$ cat config.mk
export PLATFORM = sky130hd
export DESIGN_NAME = spi_rom_burst_ctrl_flat
export DESIGN_NICKNAME = d
export VERILOG_FILES = /design/src/rtl/spi_rom_burst_ctrl_if.sv /design/src/rtl/spi_rom_burst_ctrl.sv /design/src/flat_wrapper.sv
export SDC_FILE = /design/constraint.sdc
export NUM_CORES = 1
export LEC_CHECK = 0
export CORE_ASPECT_RATIO = 0.75
export CORE_MARGIN = 2
export CORE_UTILIZATION = 41
export DETAILED_ROUTE_END_ITERATION = 10
export PLACE_DENSITY = 0.76
export SETUP_SLACK_MARGIN = 0.3
export SLEW_MARGIN = 20
export SYNTH_ARGS = -nofsm -noshare
export SYNTH_HDL_FRONTEND = slang
export SYNTH_SLANG_ARGS = --single-unit
$ cat constraint.sdc
create_clock -name clk -period 1.5 [get_ports clk]
set_input_delay 0.15 -clock clk [delete_from_list [all_inputs] [get_ports clk]]
set_output_delay 0.15 -clock clk [all_outputs]
set_load 0.02 [all_outputs]
$ cat src/rtl/spi_rom_burst_ctrl_if.sv
// Command, ROM and TX signals of the SPI ROM burst sequencer, in one bundle.
// master = the sequencer itself; slave = the decoder/ROM/shifter side.
interface spi_rom_burst_ctrl_if #(
  parameter int ADDR_W = 8,
  parameter int DATA_W = 8
);
  logic              start;
  logic [ADDR_W-1:0] start_addr;
  logic [7:0]        burst_len;
  logic              abort;
  logic [ADDR_W-1:0] rom_addr;
  logic [DATA_W-1:0] rom_data;
  logic [DATA_W-1:0] tx_data;
  logic              tx_valid;
  logic              tx_ready;
  logic              busy;
  logic              done;

  // A byte moves when tx_valid and tx_ready are both high at a rising edge.
  // Once tx_valid rises, tx_data stays fixed until that transfer or an abort.
  modport master (
    input  start, start_addr, burst_len, abort, rom_data, tx_ready,
    output rom_addr, tx_data, tx_valid, busy, done
  );

  modport slave (
    output start, start_addr, burst_len, abort, rom_data, tx_ready,
    input  rom_addr, tx_data, tx_valid, busy, done
  );
endinterface

$ cat src/rtl/spi_rom_burst_ctrl.sv
// Burst-read sequencer: walks a combinational ROM from a start address and
// hands each registered byte to the SPI TX shifter over valid/ready.
module spi_rom_burst_ctrl #(
  parameter int ADDR_W = 8,
  parameter int DATA_W = 8
) (
  input  logic                   clk,
  input  logic                   rst,
  spi_rom_burst_ctrl_if.master   bus,
  output logic [1:0]             dbg_state
);

  typedef enum logic [1:0] {
    S_IDLE  = 2'd0,
    S_FETCH = 2'd1,
    S_SEND  = 2'd2,
    S_DONE  = 2'd3
  } state_e;

  state_e            state_q,    state_d;
  logic [ADDR_W-1:0] rom_addr_q, rom_addr_d;
  logic [DATA_W-1:0] tx_data_q,  tx_data_d;
  logic              tx_valid_q, tx_valid_d;
  logic              done_q,     done_d;
  // Nine bits so a burst_len of 0 can be held as 256.
  logic [8:0]        count_q,    count_d;

  logic [ADDR_W-1:0] addr_inc;
  logic [8:0]        len_load;

  assign addr_inc = rom_addr_q + {{(ADDR_W-1){1'b0}}, 1'b1};
  assign len_load = (bus.burst_len == 8'd0) ? 9'd256 : {1'b0, bus.burst_len};

  always_comb begin
    state_d    = state_q;
    rom_addr_d = rom_addr_q;
    tx_data_d  = tx_data_q;
    tx_valid_d = tx_valid_q;
    count_d    = count_q;

    case (state_q)
      S_IDLE: begin
        if (bus.start && !bus.abort) begin
          rom_addr_d = bus.start_addr;
          count_d    = len_load;
          state_d    = S_FETCH;
        end
      end

      S_FETCH: begin
        if (bus.abort) begin
          tx_valid_d = 1'b0;
          state_d    = S_IDLE;
        end else begin
          tx_data_d  = bus.rom_data;
          tx_valid_d = 1'b1;
          state_d    = S_SEND;
        end
      end

      S_SEND: begin
        // An abort beats a same-cycle handshake: the byte is gone, but the
        // address and count are left where they were.
        if (bus.abort) begin
          tx_valid_d = 1'b0;
          state_d    = S_IDLE;
        end else if (bus.tx_ready) begin
          tx_valid_d = 1'b0;
          count_d    = count_q - 9'd1;
          rom_addr_d = addr_inc;
          state_d    = (count_q == 9'd1) ? S_DONE : S_FETCH;
        end
      end

      S_DONE: begin
        tx_valid_d = 1'b0;
        state_d    = S_IDLE;
      end

      default: begin
        tx_valid_d = 1'b0;
        state_d    = S_IDLE;
      end
    endcase

    done_d = (state_d == S_DONE);
  end

  always_ff @(posedge clk) begin
    if (rst) begin
      state_q    <= S_IDLE;
      rom_addr_q <= '0;
      tx_data_q  <= '0;
      tx_valid_q <= 1'b0;
      done_q     <= 1'b0;
      count_q    <= 9'd0;
    end else begin
      state_q    <= state_d;
      rom_addr_q <= rom_addr_d;
      tx_data_q  <= tx_data_d;
      tx_valid_q <= tx_valid_d;
      done_q     <= done_d;
      count_q    <= count_d;
    end
  end

  assign bus.rom_addr = rom_addr_q;
  assign bus.tx_data  = tx_data_q;
  assign bus.tx_valid = tx_valid_q;
  assign bus.done     = done_q;
  assign bus.busy     = (state_q != S_IDLE);
  assign dbg_state    = state_q;

endmodule

$ cat src/flat_wrapper.sv
// flat-port wrapper written by rule: the top's interface ports become plain ports
module spi_rom_burst_ctrl_flat 
#(
  parameter int ADDR_W = 8,
  parameter int DATA_W = 8
)
  (clk, rst, dbg_state, bus_start, bus_start_addr, bus_burst_len, bus_abort, bus_rom_data, bus_tx_ready, bus_rom_addr, bus_tx_data, bus_tx_valid, bus_busy, bus_done);
  spi_rom_burst_ctrl_if #(.ADDR_W(ADDR_W), .DATA_W(DATA_W)) bus_i ();
  input  logic clk;
  input  logic rst;
  output logic [1:0] dbg_state;
  input wire logic [$bits(bus_i.start)-1:0] bus_start;
  input wire logic [$bits(bus_i.start_addr)-1:0] bus_start_addr;
  input wire logic [$bits(bus_i.burst_len)-1:0] bus_burst_len;
  input wire logic [$bits(bus_i.abort)-1:0] bus_abort;
  input wire logic [$bits(bus_i.rom_data)-1:0] bus_rom_data;
  input wire logic [$bits(bus_i.tx_ready)-1:0] bus_tx_ready;
  output wire logic [$bits(bus_i.rom_addr)-1:0] bus_rom_addr;
  output wire logic [$bits(bus_i.tx_data)-1:0] bus_tx_data;
  output wire logic [$bits(bus_i.tx_valid)-1:0] bus_tx_valid;
  output wire logic [$bits(bus_i.busy)-1:0] bus_busy;
  output wire logic [$bits(bus_i.done)-1:0] bus_done;
  assign bus_i.start = bus_start;
  assign bus_i.start_addr = bus_start_addr;
  assign bus_i.burst_len = bus_burst_len;
  assign bus_i.abort = bus_abort;
  assign bus_i.rom_data = bus_rom_data;
  assign bus_i.tx_ready = bus_tx_ready;
  assign bus_rom_addr = bus_i.rom_addr;
  assign bus_tx_data = bus_i.tx_data;
  assign bus_tx_valid = bus_i.tx_valid;
  assign bus_busy = bus_i.busy;
  assign bus_done = bus_i.done;
  spi_rom_burst_ctrl #(.ADDR_W(ADDR_W), .DATA_W(DATA_W)) u_core (.clk(clk), .rst(rst), .bus(bus_i), .dbg_state(dbg_state));
endmodule
==> key figures <==
Power and ir drop
  – Max IR drop VDD: 0.513 mV
  – Lkg Pwr: 1.08 nW
  – Pwr/cell area: just over 700 nW/µm²

Synth
  – Ys Warns: 0
  – Most common library cells after synthesis: dfxtp_1 (29), a21oi_1 (17), nor2_1 (17), nand2_1 (16), o21ai_0 (12)
  – Top-count cell post-synth: dfxtp_1
  – Area share of the largest cell type after synthesis: 0.384
  – Mapped cell area: 1510 µm²
  – Ys async rst share: 0
  – Syn nets: 220
  – Syn Area/Cell: between 8 and 9 µm²
  – Post-Synthesis Cells: ~190
  – Register area share after synthesis: 0.384
  – Largest area contributor in the netlist: dfxtp_1
  – Yosys cell types: 36
  – Post-synth EDFFs: 0
  – #FFs+latches synth: 29
  – Main synth FF type: dfxtp_1
  – Ranking of synthesized cells by area: dfxtp_1 (38%), mux2i_1 (6.0%), a21oi_1 (5.6%)

Cells and area
  – Fillers: around 230
  – Post-layout util: 0.764
  – Syn-to-layout area delta: 81.5%
  – Layout cells sized above 1: 0.388
  – Layout net count: roughly 300
  – Final Non-Filler Cells: 330
  – Ant diodes: 0

Worst setup path
  – Startpoint Class: register
  – Req. time, crit path: about 1700 ps
  – CP Class: reg2reg
  – Critical Path End Type: register
  – CP arrival: ~1700 ps
  – Max FO, Critical Path: 6

STA
  – Hold slack: 457 ps
  – Final Hold Vio Count: 0
  – Slew margin rel.: 0.711
  – Slew at the pin closest to its max-slew limit: around 430 ps
  – Total negative setup slack: 0 ps
  – Tcrit/Tclk final: 0.982
  – RSZ-0062 raised after global routing: yes
  – Crit path time final: around 1500 ps
  – Final Setup Violations: 0
  – Fin Clk Skew: between 4 and 5 ps
  – Final WS setup: between 20 and 30 ps
  – Fmax: 0.679 GHz
  – Max-slew violations: 0

Floorplan
  – Starting Density: 0.421
  – DIE HEIGHT: approximately 57 µm
  – Die Area: about 4200 µm²
  – Site row count: 19
  – # IOs: 50
  – Die extent in x: approximately 74 µm
  – Core area: roughly 3600 µm²

Placement
  – Cell count after placement: a little over 300
  – PortBufs: 49
  – DP Wirelength: between 2000 and 3000 µm
  – Routability congestion estimate: between 0.8 and 0.9
  – Pre-CTS setup slack: -223 ps

Clock network
  – Number of H-tree levels: 2
  – Hold Buf Count CTS: 0
  – CTS sink cnt: 29
  – CTS buffer count: 5
  – Skew-Pair Late Insertion Delay: 290 ps
  – CTS tree: built
  – Root Buffer: clkbuf_8
  – Max clock buf depth: 2
  – Clk slew on worst S/H paths: 70 ps

Min path
  – HP Class: in2reg

Drt
  – Via Count: ~1800
  – Final ANT Viol Nets: 0
  – DRT Wirelength: between 5000 and 6000 µm
  – Iteration-0 DRC Markers: 129
  – Remaining routing DRC violations: 0
  – DR pass1 iterations: 4
  – Routed vias/inst: 5.50
  – Per-cell routed wire length: approximately 16 µm

GRT
  – Final global-route overflow total: 0
  – Vias in the first global route: 1755
  – Initial antenna violation count: 0
  – Pin count of the biggest net entering global routing: 16
  – Gr usage total: 0.256
  – First-pass GRT wire length: between 8000 and 9000 µm

Run
  – Max Cap Viol: 0

Run status
  – Outcome: finished, final reports clean
==> area by class of cell <==
| cell class | count | area, µm² | area share |
|---|---|---|---|
| Clock inverter | 2 | 8.76 | 0.00319 |
| Inverter | 8 | 32.5 | 0.0119 |
| Sequential cell | 29 | 603 | 0.220 |
| Tap cell | 52 | 65.1 | 0.0237 |
| Timing Repair Buffer | 94 | 878 | 0.320 |
| Clock buffer | 6 | 82.6 | 0.0301 |
| Multi-Input combinational cell | 139 | 1070 | 0.391 |
==> sequential cells by signal, summed over array words and instances (netlist names) <==
register and count:
u_core.count_q 9, u_core.bus.rom_addr 8, u_core.bus.tx_data 8, u_core.dbg_state 2, u_core.bus.done 1, u_core.bus.tx_valid 1
==> logic make-up (layout without fill, tap and decap cells) <==
logic type                 after synthesis  after routing  share of synthesized area
AOI/OAI and AO/OA                       56             56                      0.233
adders and majority gates                3              3                     0.0248
buffers and inverters                   20            110                     0.0646
DFF                                     29             29                      0.384
muxes                                   10             10                     0.0671
and+or+nand+nor                         70             70                      0.227
==> worst max-delay path: stages (launching register included) <==
cell,delay (ps)
dfxtp_4,360
mux2i_2,150
or3_4,410
buf_8,160
a21o_1,150
a21oi_1,160
==> metal layers <==
layer | vias up | part of all wire | track usage
met1 | 877 | 0.46 | 0.340
met5 | - | 0 | 0
met3 | 11 | 0.060 | 0.0521
li1 | 854 | - | -
met2 | 73 | 0.47 | 0.403
met4 | 0 | 0.015 | 0.0987
==> report_power, final <==
group / total [W] / switching [W] / internal (W)
logic: 0.000471 / 0.000219 / 0.000252
registers: 0.000847 / 0.0000475 / 0.000800
clock network: 0.000673 / 0.000310 / 0.000363
total: 0.00199 / 0.000576 / 0.00141
==> what timing repair did <==
| action | CTS | global route |
|---|---|---|
| gates resized for setup | 68 | 42 |
| cloned | 3 | 1 |
| pin swaps | 19 | 18 |
| endpoints found under the setup margin | 49 | 35 |
| buffers inserted | 9 | 7 |
==> cells in the final DEF (no fill, tap or decap), types with 4 or more instances in the layout <==
cell,n
nand3_1,8
dlygate4sd2_1,16
and2_1,5
inv_1,6
o21ai_2,11
nor2_1,14
o21ai_1,5
clkbuf_8,6
a21o_1,4
dfxtp_4,5
a21oi_2,5
a21oi_1,12
mux2i_1,8
clkdlybuf4s50_1,28
nor3_1,4
nand2_1,15
buf_6,16
dfxtp_1,21
buf_4,26
or3_1,4
==> per-stage QoR <==
step | area (µm²) | power, W
finish | 2740 | 0.00199
global route | 2740 | 0.00206
CTS | 2570 | 0.00193
detailed placement | 2230 | 0.00122
global placement | 2230 | 0.00121
floorplan | 1580 | 0.00102
==> worst paths after layout <==
check	from	endpoint	slack, ps	cells after the start
max	u_core.dbg_state[1]	u_core.count_q[7]	30	5
min	bus_start_addr[1]	u_core.bus.rom_addr[1]	460	3
max reg2reg	u_core.dbg_state[1]	u_core.count_q[7]	30	5
min reg2reg	u_core.bus.tx_data[2]	u_core.bus.tx_data[2]	490	2
(Power assumes the default switching activity.)
